**config.mk**
```make
export PLATFORM = sky130hd
export DESIGN_NAME = envelope_follower_flat
export DESIGN_NICKNAME = d
export VERILOG_FILES = /design/src/rtl/envelope_follower_if.sv /design/src/rtl/envelope_follower.sv /design/src/flat_wrapper.sv
export SDC_FILE = /design/constraint.sdc
export NUM_CORES = 1
export LEC_CHECK = 0
export BUFFER_PORTS_ARGS = -buffer_cell sky130_fd_sc_hd__buf_2
export CORE_MARGIN = 5
export CORE_UTILIZATION = 50
export CTS_BUF_LIST = sky130_fd_sc_hd__clkbuf_4 sky130_fd_sc_hd__clkbuf_8 sky130_fd_sc_hd__clkbuf_16
export DETAILED_ROUTE_END_ITERATION = 16
export PLACE_DENSITY = 0.72
export SYNTH_ARGS = -nofsm -noshare
export SYNTH_HDL_FRONTEND = slang
export SYNTH_SLANG_ARGS = --single-unit
```
**constraint.sdc**
```tcl
create_clock -name clk_in -period 11.5 [get_ports clk_in]
set_input_delay 1.725 -clock clk_in [delete_from_list [all_inputs] [get_ports clk_in]]
set_output_delay 1.725 -clock clk_in [all_outputs]
set_load 0.1 [all_outputs]
```
**src/rtl/envelope_follower_if.sv**
```systemverilog
// envelope_follower_if: shared filter-count constant and the sample/envelope bus
// between the band filters, the envelope follower and the mixer.
package constants;
  localparam int N_FILTERS = 4;
endpackage

interface envelope_follower_if #(parameter int N_CH = constants::N_FILTERS);
  logic valid_in;
  logic [4:0] attack_shift;
  logic [4:0] release_shift;
  logic signed [31:0] band_channels [N_CH];
  logic signed [31:0] envelope_channels [N_CH];
  logic valid_out;
  logic busy;
  logic dropped;
  modport master (
    output valid_in, attack_shift, release_shift, band_channels,
    input envelope_channels, valid_out, busy, dropped
  );
  modport slave (
    input valid_in, attack_shift, release_shift, band_channels,
    output envelope_channels, valid_out, busy, dropped
  );
endinterface

```
**src/rtl/envelope_follower.sv**
```systemverilog
// envelope_follower: per-channel attack/release envelope detector; one channel is
// rectified and filtered every two cycles, results published together on commit.
module envelope_follower #(parameter int N_CH = constants::N_FILTERS) (
  input logic clk_in,
  input logic rst_in,
  envelope_follower_if.slave bus
);
  localparam int IW = (N_CH > 1) ? $clog2(N_CH) : 1;
  typedef enum logic [1:0] {IDLE, RECTIFY, FILTER, COMMIT} state_t;
  state_t state_q, state_d;
  logic [IW-1:0] idx_q, idx_d;
  logic [4:0] atk_q, atk_d, rel_q, rel_d;
  logic signed [31:0] band_q [N_CH];
  logic signed [31:0] band_d [N_CH];
  logic signed [31:0] work_q [N_CH];
  logic signed [31:0] work_d [N_CH];
  logic signed [31:0] env_q [N_CH];
  logic signed [31:0] env_d [N_CH];
  logic signed [31:0] rect_q, rect_d, cur, rect;
  logic signed [32:0] diff, step;
  logic valid_out_q, valid_out_d, busy_q, busy_d, dropped_q, dropped_d;
  always_comb begin
    state_d = state_q;
    idx_d = idx_q;
    atk_d = atk_q;
    rel_d = rel_q;
    band_d = band_q;
    work_d = work_q;
    env_d = env_q;
    rect_d = rect_q;
    valid_out_d = state_q == COMMIT;
    busy_d = state_q != IDLE;
    dropped_d = dropped_q | (bus.valid_in & (state_q != IDLE));
    cur = band_q[idx_q];
    rect = (cur == 32'sh8000_0000) ? 32'sh7fff_ffff : ((cur < 0) ? -cur : cur);
    // rect and work are both non-negative, so a 33-bit difference never overflows
    diff = 33'(rect_q) - 33'(work_q[idx_q]);
    step = (diff > 0) ? (diff >>> atk_q) : (diff >>> rel_q);
    case (state_q)
      IDLE: if (bus.valid_in) begin
        band_d = bus.band_channels;
        atk_d = bus.attack_shift;
        rel_d = bus.release_shift;
        idx_d = '0;
        state_d = RECTIFY;
      end
      RECTIFY: begin
        rect_d = rect;
        state_d = FILTER;
      end
      FILTER: begin
        work_d[idx_q] = 32'(33'(work_q[idx_q]) + step);
        idx_d = idx_q + 1'b1;
        state_d = (idx_q == IW'(N_CH - 1)) ? COMMIT : RECTIFY;
      end
      default: begin
        env_d = work_q;
        state_d = IDLE;
      end
    endcase
  end
  always_ff @(posedge clk_in or negedge rst_in) begin
    if (!rst_in) begin
      state_q <= IDLE;
      idx_q <= '0;
      atk_q <= '0;
      rel_q <= '0;
      band_q <= '{default: '0};
      work_q <= '{default: '0};
      env_q <= '{default: '0};
      rect_q <= '0;
      valid_out_q <= 1'b0;
      busy_q <= 1'b0;
      dropped_q <= 1'b0;
    end else begin
      state_q <= state_d;
      idx_q <= idx_d;
      atk_q <= atk_d;
      rel_q <= rel_d;
      band_q <= band_d;
      work_q <= work_d;
      env_q <= env_d;
      rect_q <= rect_d;
      valid_out_q <= valid_out_d;
      busy_q <= busy_d;
      dropped_q <= dropped_d;
    end
  end
  assign bus.envelope_channels = env_q;
  assign bus.valid_out = valid_out_q;
  assign bus.busy = busy_q;
  assign bus.dropped = dropped_q;
endmodule
```
**src/flat_wrapper.sv**
```systemverilog
// flat-port wrapper written by rule: the top's interface ports become plain ports
module envelope_follower_flat 
#(parameter int N_CH = constants::N_FILTERS)
  (clk_in, rst_in, bus_valid_in, bus_attack_shift, bus_release_shift, bus_band_channels, bus_envelope_channels, bus_valid_out, bus_busy, bus_dropped);
  envelope_follower_if #(.N_CH(N_CH)) bus_i ();
  input logic clk_in;
  input logic rst_in;
  input wire logic [$bits(bus_i.valid_in)-1:0] bus_valid_in;
  input wire logic [$bits(bus_i.attack_shift)-1:0] bus_attack_shift;
  input wire logic [$bits(bus_i.release_shift)-1:0] bus_release_shift;
  input wire logic [$bits(bus_i.band_channels)-1:0] bus_band_channels;
  output wire logic [$bits(bus_i.envelope_channels)-1:0] bus_envelope_channels;
  output wire logic [$bits(bus_i.valid_out)-1:0] bus_valid_out;
  output wire logic [$bits(bus_i.busy)-1:0] bus_busy;
  output wire logic [$bits(bus_i.dropped)-1:0] bus_dropped;
  assign bus_i.valid_in = bus_valid_in;
  assign bus_i.attack_shift = bus_attack_shift;
  assign bus_i.release_shift = bus_release_shift;
  assign bus_i.band_channels = {>>{bus_band_channels}};
  assign bus_envelope_channels = {>>{bus_i.envelope_channels}};
  assign bus_valid_out = bus_i.valid_out;
  assign bus_busy = bus_i.busy;
  assign bus_dropped = bus_i.dropped;
  envelope_follower #(.N_CH(N_CH)) u_core (.clk_in(clk_in), .rst_in(rst_in), .bus(bus_i));
endmodule
```
; Word-level counts from Yosys, hierarchy flattened
; Index checks and enable logic that the tools add are counted.
[word_totals]
ff_bits = 433
in_bits = 141
output_inout_bits = 131
elab_cells = 63
[classes]
add_sub_neg = 4
magnitude_cmp = 4
n_eq_ne = 6
n_shift = 2
mux = 17
bitwise_logic = 3
n_reduce_logical = 7
[ops]
columns = op, count
row1 = 2-to-1 mux 32 bit, 8
row2 = binary-select mux 32 bit (select 2 bit), 2
row3 = bitwise mux 128 bit, 1
row4 = >>> shifter 33 x 5 -> 32 bit, 2
row5 = demux 32 bit (select 2 bit), 1
row6 = greater-than comparator 33 x 1 -> 1 bit (second input constant), 1
row7 = subtractor 32 x 32 -> 33 bit, 1
row8 = adder 32 bit, 1
row9 = equality test 32 bit (second input constant), 1
row10 = less-than comparator 32 x 1 -> 1 bit (second input constant), 1
row11 = negation 32 bit, 1
row12 = equality test 2 bit (second input constant), 3
row13 = 2-to-1 mux 2 bit, 3
row14 = one-hot mux 2 bit (3 select lines), 1
row15 = one-hot mux 2 bit (2 select lines), 1
row16 = AND reduction 2 bit, 2
row17 = nonzero test 2 bit, 2
row18 = >= comparator 3 bit (second input constant), 1
row19 = less-than comparator 3 x 1 -> 1 bit (second input constant), 1
row20 = NOT 2 -> 3 bit, 1
row21 = OR reduction 3 bit, 1
row22 = adder 2 x 1 -> 2 bit (second input constant), 1
row23 = equality test 2 x 1 -> 1 bit (second input constant), 1
row24 = zero test 2 bit, 1
row25 = 4 further kinds, 4

; Longest topological paths before layout
[depth]
depth_word = 9
mapped_depth = 44
ltp_nobuf = 35

; Least setup slack after synthesis
; OpenSTA, ideal clock, no wires.
[synth_path]
path_type = register -> register
startpoint = register u_core.idx_q[0]
endpoint = register u_core.work_q[126] in the netlist's numbering
setup_time_ps = 132
arrival_ps = 11485
required_time_ps = 11368
setup_slack_ps = -117
path_stages_with_launch = 42
n_path_buf = 7
period_less_slack_ps = 11617
cell_sequence = dfrtp_1 > buf_1 > clkbuf_1 > buf_1 > clkbuf_1 > buf_1 > mux4_2 > inv_1 > ha_1 > nor2b_1 > o31a_1 > o221a_1 > a221o_1 > a21bo_4 > xnor2_4 > nand3b_1 > or4b_4 > nor4_4 > (+6 left out) > nand4_1 > ha_1 > fa_1 > a21o_1 > a21oi_1 > o21ai_0 > a21oi_1 > o21ai_0 > a2111oi_0 > o21bai_1 > a31o_2 > o211a_1 > o21a_1 > o21ai_0 > a21oi_1 > a21oi_1 > xor2_1 > o21ai_0
[synth_between]
elab_chain_len = 9
elab_cells_between_ends = 16
cone_classes = add/sub (2) / order compare (3) / shift (2) / mux (7) / bitwise (1) / reduce/logical (1)
[synth_rtl]
columns = element, line_no
row1 = from (decl), envelope_follower.sv:11  ; logic [IW-1:0] idx_q, idx_d;
row2 = from (signal assigned), envelope_follower.sv:77  ; idx_q <= idx_d;
row3 = NOT 2 -> 3 bit (not written as such) (*), "envelope_follower.sv:37, envelope_follower.sv:52"
row4 = binary-select mux 32 bit (select 2 bit), "envelope_follower.sv:37, envelope_follower.sv:52"
row5 = 2-to-1 mux 32 bit (not written as such) (2 in series), "envelope_follower.sv:37, envelope_follower.sv:52"
row6 = subtractor 32 x 32 -> 33 bit, envelope_follower.sv:37  ; diff = 33'(rect_q) - 33'(work_q[idx_q]);
row7 = greater-than comparator 33 x 1 -> 1 bit / >>> shifter 33 x 5 -> 32 bit (equally long branches), envelope_follower.sv:38  ; step = (diff > 0) ? (diff >>> atk_q) : (diff >>> rel_q);
row8 = 2-to-1 mux 32 bit, envelope_follower.sv:38
row9 = adder 32 bit, envelope_follower.sv:52  ; work_d[idx_q] = 32'(33'(work_q[idx_q]) + step);
row10 = bitwise mux 128 bit (*), envelope_follower.sv:52
row11 = to (signal assigned), envelope_follower.sv:81  ; work_q <= work_d;
row12 = to (decl), envelope_follower.sv:15  ; logic signed [31:0] work_q [N_CH];
; Mark *: on every way between the ends. The rest lies on a longest branch, timed or not. The select of a mux whose other input is x is not followed.
; A chain may end at the register's enable or synchronous reset.

; Final worst setup path
; Ends and elaborated chain as after synthesis.

==> metrics.txt <==
Avg Cell Area, Syn 10.79 um^2; share of flip-flops with an asynchronous set or reset 1.000; warnings from Yosys 0; Total Neg Setup Slack 0 ns; Post-layout nets 2659; library cell occupying the most area in the post-synthesis netlist dfrtp_1; pin count of the biggest net entering global routing 159; number of port buffers 271; classification of the worst-slack hold path reg2reg; Top Ports 272; std cell rows 80; start of the worst register-to-register path u_core.idx_q[0]$_DFFE_PN0P_; Reg clk slew, reported paths 0.06 ns; Chip Width 228.3 um; max-slew headroom at the worst pin 0.3268; largest stage delay on the critical path 0.64 ns; clock sink count 433; Cell variety after synth 83; kind of critical path reg2reg; vias in the first global route 19070; dominant cell by count in the synthesized netlist dfrtp_1; antenna violations before repair 4; total routed wirelength 71.81 mm; Placement Setup Slack 0.7786 ns; Final Hold Fails 0; global-route wire length before repair 112.8 mm; H-tree depth 2; final worst clock skew 0.02163 ns; cells on worst reg2reg path 37; setup repair after global routing missed its margin false; post-route fraction of the period consumed by the critical path 0.9303; # Max-Cap Violations 0; ratio of cells with drive above 1 in the final layout 0.3156; length of the first detailed-routing pass in iterations 5; CP arrival 11.13 ns; Clock Root Buffer clkbuf_16; synth cell count leaders dfrtp_1 (433), mux2_2 (292), nand2_1 (247), o21ai_0 (189), nor2_1 (132); Total Routing Usage GR 0.2707; fraction of synthesized cell area taken by the top area cell type 0.4547; initial cell density of the core 0.5022; net count after synthesis 2422; clock network latency to the later pin of the worst-skew pair 0.59 ns; CTS buffer count 45; Core Region 47450 um^2; total grt overflow 0; Finished Layout Cells 3095; total of endpoints with negative setup slack in the final report 0; maximum fanout along the worst path 12; worst min-delay path startpoint u_core.bus.dropped$_DFF_PN0_; worst-case hold path end point u_core.bus.dropped$_DFF_PN0_; placed cell area 25860 um^2; DP Wirelength 53.91 mm; vertical extent of the die 228.3 um; top cell family by delay on the critical path compound AO/OA/AOI/OAI gates; Max Fclk 93.48 MHz; number of buffer and inverter instances along the worst setup path 3; worst reg-to-reg setup slack 0.80 ns; sequential-to-total area share from yosys stat 0.4547; status completed; cell area after technology mapping 23830 um^2; GP Congestion 0.9647; top cells by area in the synthesized netlist dfrtp_1 (45%), mux2_2 (14%), mux4_2 (6.0%), o21ai_0 (4.0%), nand2_1 (3.9%); post-route design area 27410 um^2; Worst Setup End Kind register; hold path depth 1; fill count 3976; P&R area growth vs syn 15.02%; cell repeated most along the worst path o21ai_0; maximum root-to-sink buffer count 3; final-report max-slew violation count 0; count of flip-flops with a built-in enable after synthesis 0; DRT iter0 DRCs 1652; DRC violations left 0; CTS tree built; flip-flop and latch count after synthesis 433; minimum clock period after layout 10.70 ns; routed vias 18830; critical register-to-register path endpoint u_core.work_q[126]$_DFFE_PN0P_; slowest stage cell on the critical path or4_1; per-cell via count in the routed design 6.084; antenna viol nets, final 0; Syn Inst Count 2208; overall die area 52120 um^2; wire length per cell 23.20 um; post-placement cell count 3012; transition time of the tightest slew-check pin 1.006 ns; # hold bufs at CTS 0; Top FF cell, synth dfrtp_1; fin worst setup slack 0.8021 ns; Worst EP required 11.93 ns; type of origin of the critical path register
-- layout make-up --
type	count	area, um^2	share of cell area
multi-input combinational	1595	12340	0.4502
clock buffer	62	1297	0.04734
antenna	2	5.005	0.0001826
timing repair buffer	312	1719	0.06273
inverter	58	217.7	0.007943
tap	615	769.5	0.02808
sequential	433	10840	0.3955
clock inverter	18	219.0	0.007989
-- repair_timing --
item	4_1_cts	5_1_grt
setup endpoints to repair	0	12
setup buffers	0	1
resized for setup	0	1
-- routing by layer --
| layer | part of all wire | vias up | wire [um] | global-route usage |
|---|---|---|---|---|
| met2 | 0.49 | 710 | 35080 | 0.4560 |
| met1 | 0.42 | 9463 | 29970 | 0.3619 |
| met3 | 0.065 | 141 | 4646 | 0.05255 |
| met4 | 0.029 | 2 | 2104 | 0.07506 |
| li1 | - | 8514 | - | - |
| met5 | 0.00018 | - | 13 | 0 |
-- worst reg2reg max path, delay by kind of cell (launching register included) --
family,cells,cell delay [ns]
buffers and inverters,3,0.54
DFF,1,0.62
xor gates and xnor gates,1,0.31
AOI/OAI and AO/OA,18,4.50
muxes,1,0.59
and+or+nand+nor,11,3.03
adders and majority gates,3,0.96
-- worst max path at each step --
stage | start | endpoint | slack [ns] | cells past startpoint
global placement | u_core.idx_q[0]$_DFFE_PN0P_ | u_core.work_q[62]$_DFFE_PN0P_ | 0.91 | 36
global route | u_core.idx_q[0]$_DFFE_PN0P_ | u_core.work_q[127]$_DFFE_PN0P_ | 0.007 | 35
floorplan | u_core.idx_q[0]$_DFFE_PN0P_ | u_core.work_q[126]$_DFFE_PN0P_ | 0.08 | 41
detailed placement | u_core.idx_q[0]$_DFFE_PN0P_ | u_core.work_q[126]$_DFFE_PN0P_ | 0.78 | 36
finish | u_core.idx_q[0]$_DFFE_PN0P_ | u_core.work_q[126]$_DFFE_PN0P_ | 0.80 | 37
CTS | u_core.idx_q[0]$_DFFE_PN0P_ | u_core.work_q[126]$_DFFE_PN0P_ | 0.75 | 36
-- registers in the layout (all words and copies together) (netlist names) --
name,count
u_core.bus.envelope_channels,128
u_core.idx_q,2
u_core.bus.valid_out,1
u_core.atk_q,5
u_core.bus.busy,1
u_core.work_q,128
u_core.state_q,2
u_core.rect_q,32
u_core.band_q,128
u_core.rel_q,5
u_core.bus.dropped,1
-- layout by cell type (no fill, tap or decap), types with 45 or more instances in the layout --
cell type  netlist  final
o21ai_0        189    189
inv_1           58     58
nand2_1        247    242
nor2_1         132    130
clkbuf_16        0     45
mux4_2          63     63
dfrtp_1        433    431
ha_1            71     71
a21oi_1        126    124
buf_2            9    270
mux2_2         292    292
-- stage by stage --
stage          hold slack (ns)    util
2_1_floorplan           0.4551       -
3_3_place_gp            0.4394  0.5450
3_5_place_dp            0.4433  0.5450
4_1_cts                 0.4569  0.5769
5_1_grt                 0.4853  0.5777
6_report                0.4564  0.5777
-- kinds of logic (layout without fill, tap and decap cells) --
group                    Yosys count  in the layout  synth area share
other                              0              2                 0
flip-flops                       433            433            0.4547
buffers and inverters            180            450           0.02914
AO/OA/AOI/OAI                    517            517            0.1346
adder cells (fa/ha/maj)           73             73           0.03896
multiplexers                     387            387            0.2112
AND/OR/NAND/NOR                  541            541            0.1023
XOR/XNOR                          77             77           0.02909
Power is left out: the tool's default activity adds up to more than one toggle a clock period on the data nets, which glitch-free logic cannot reach.
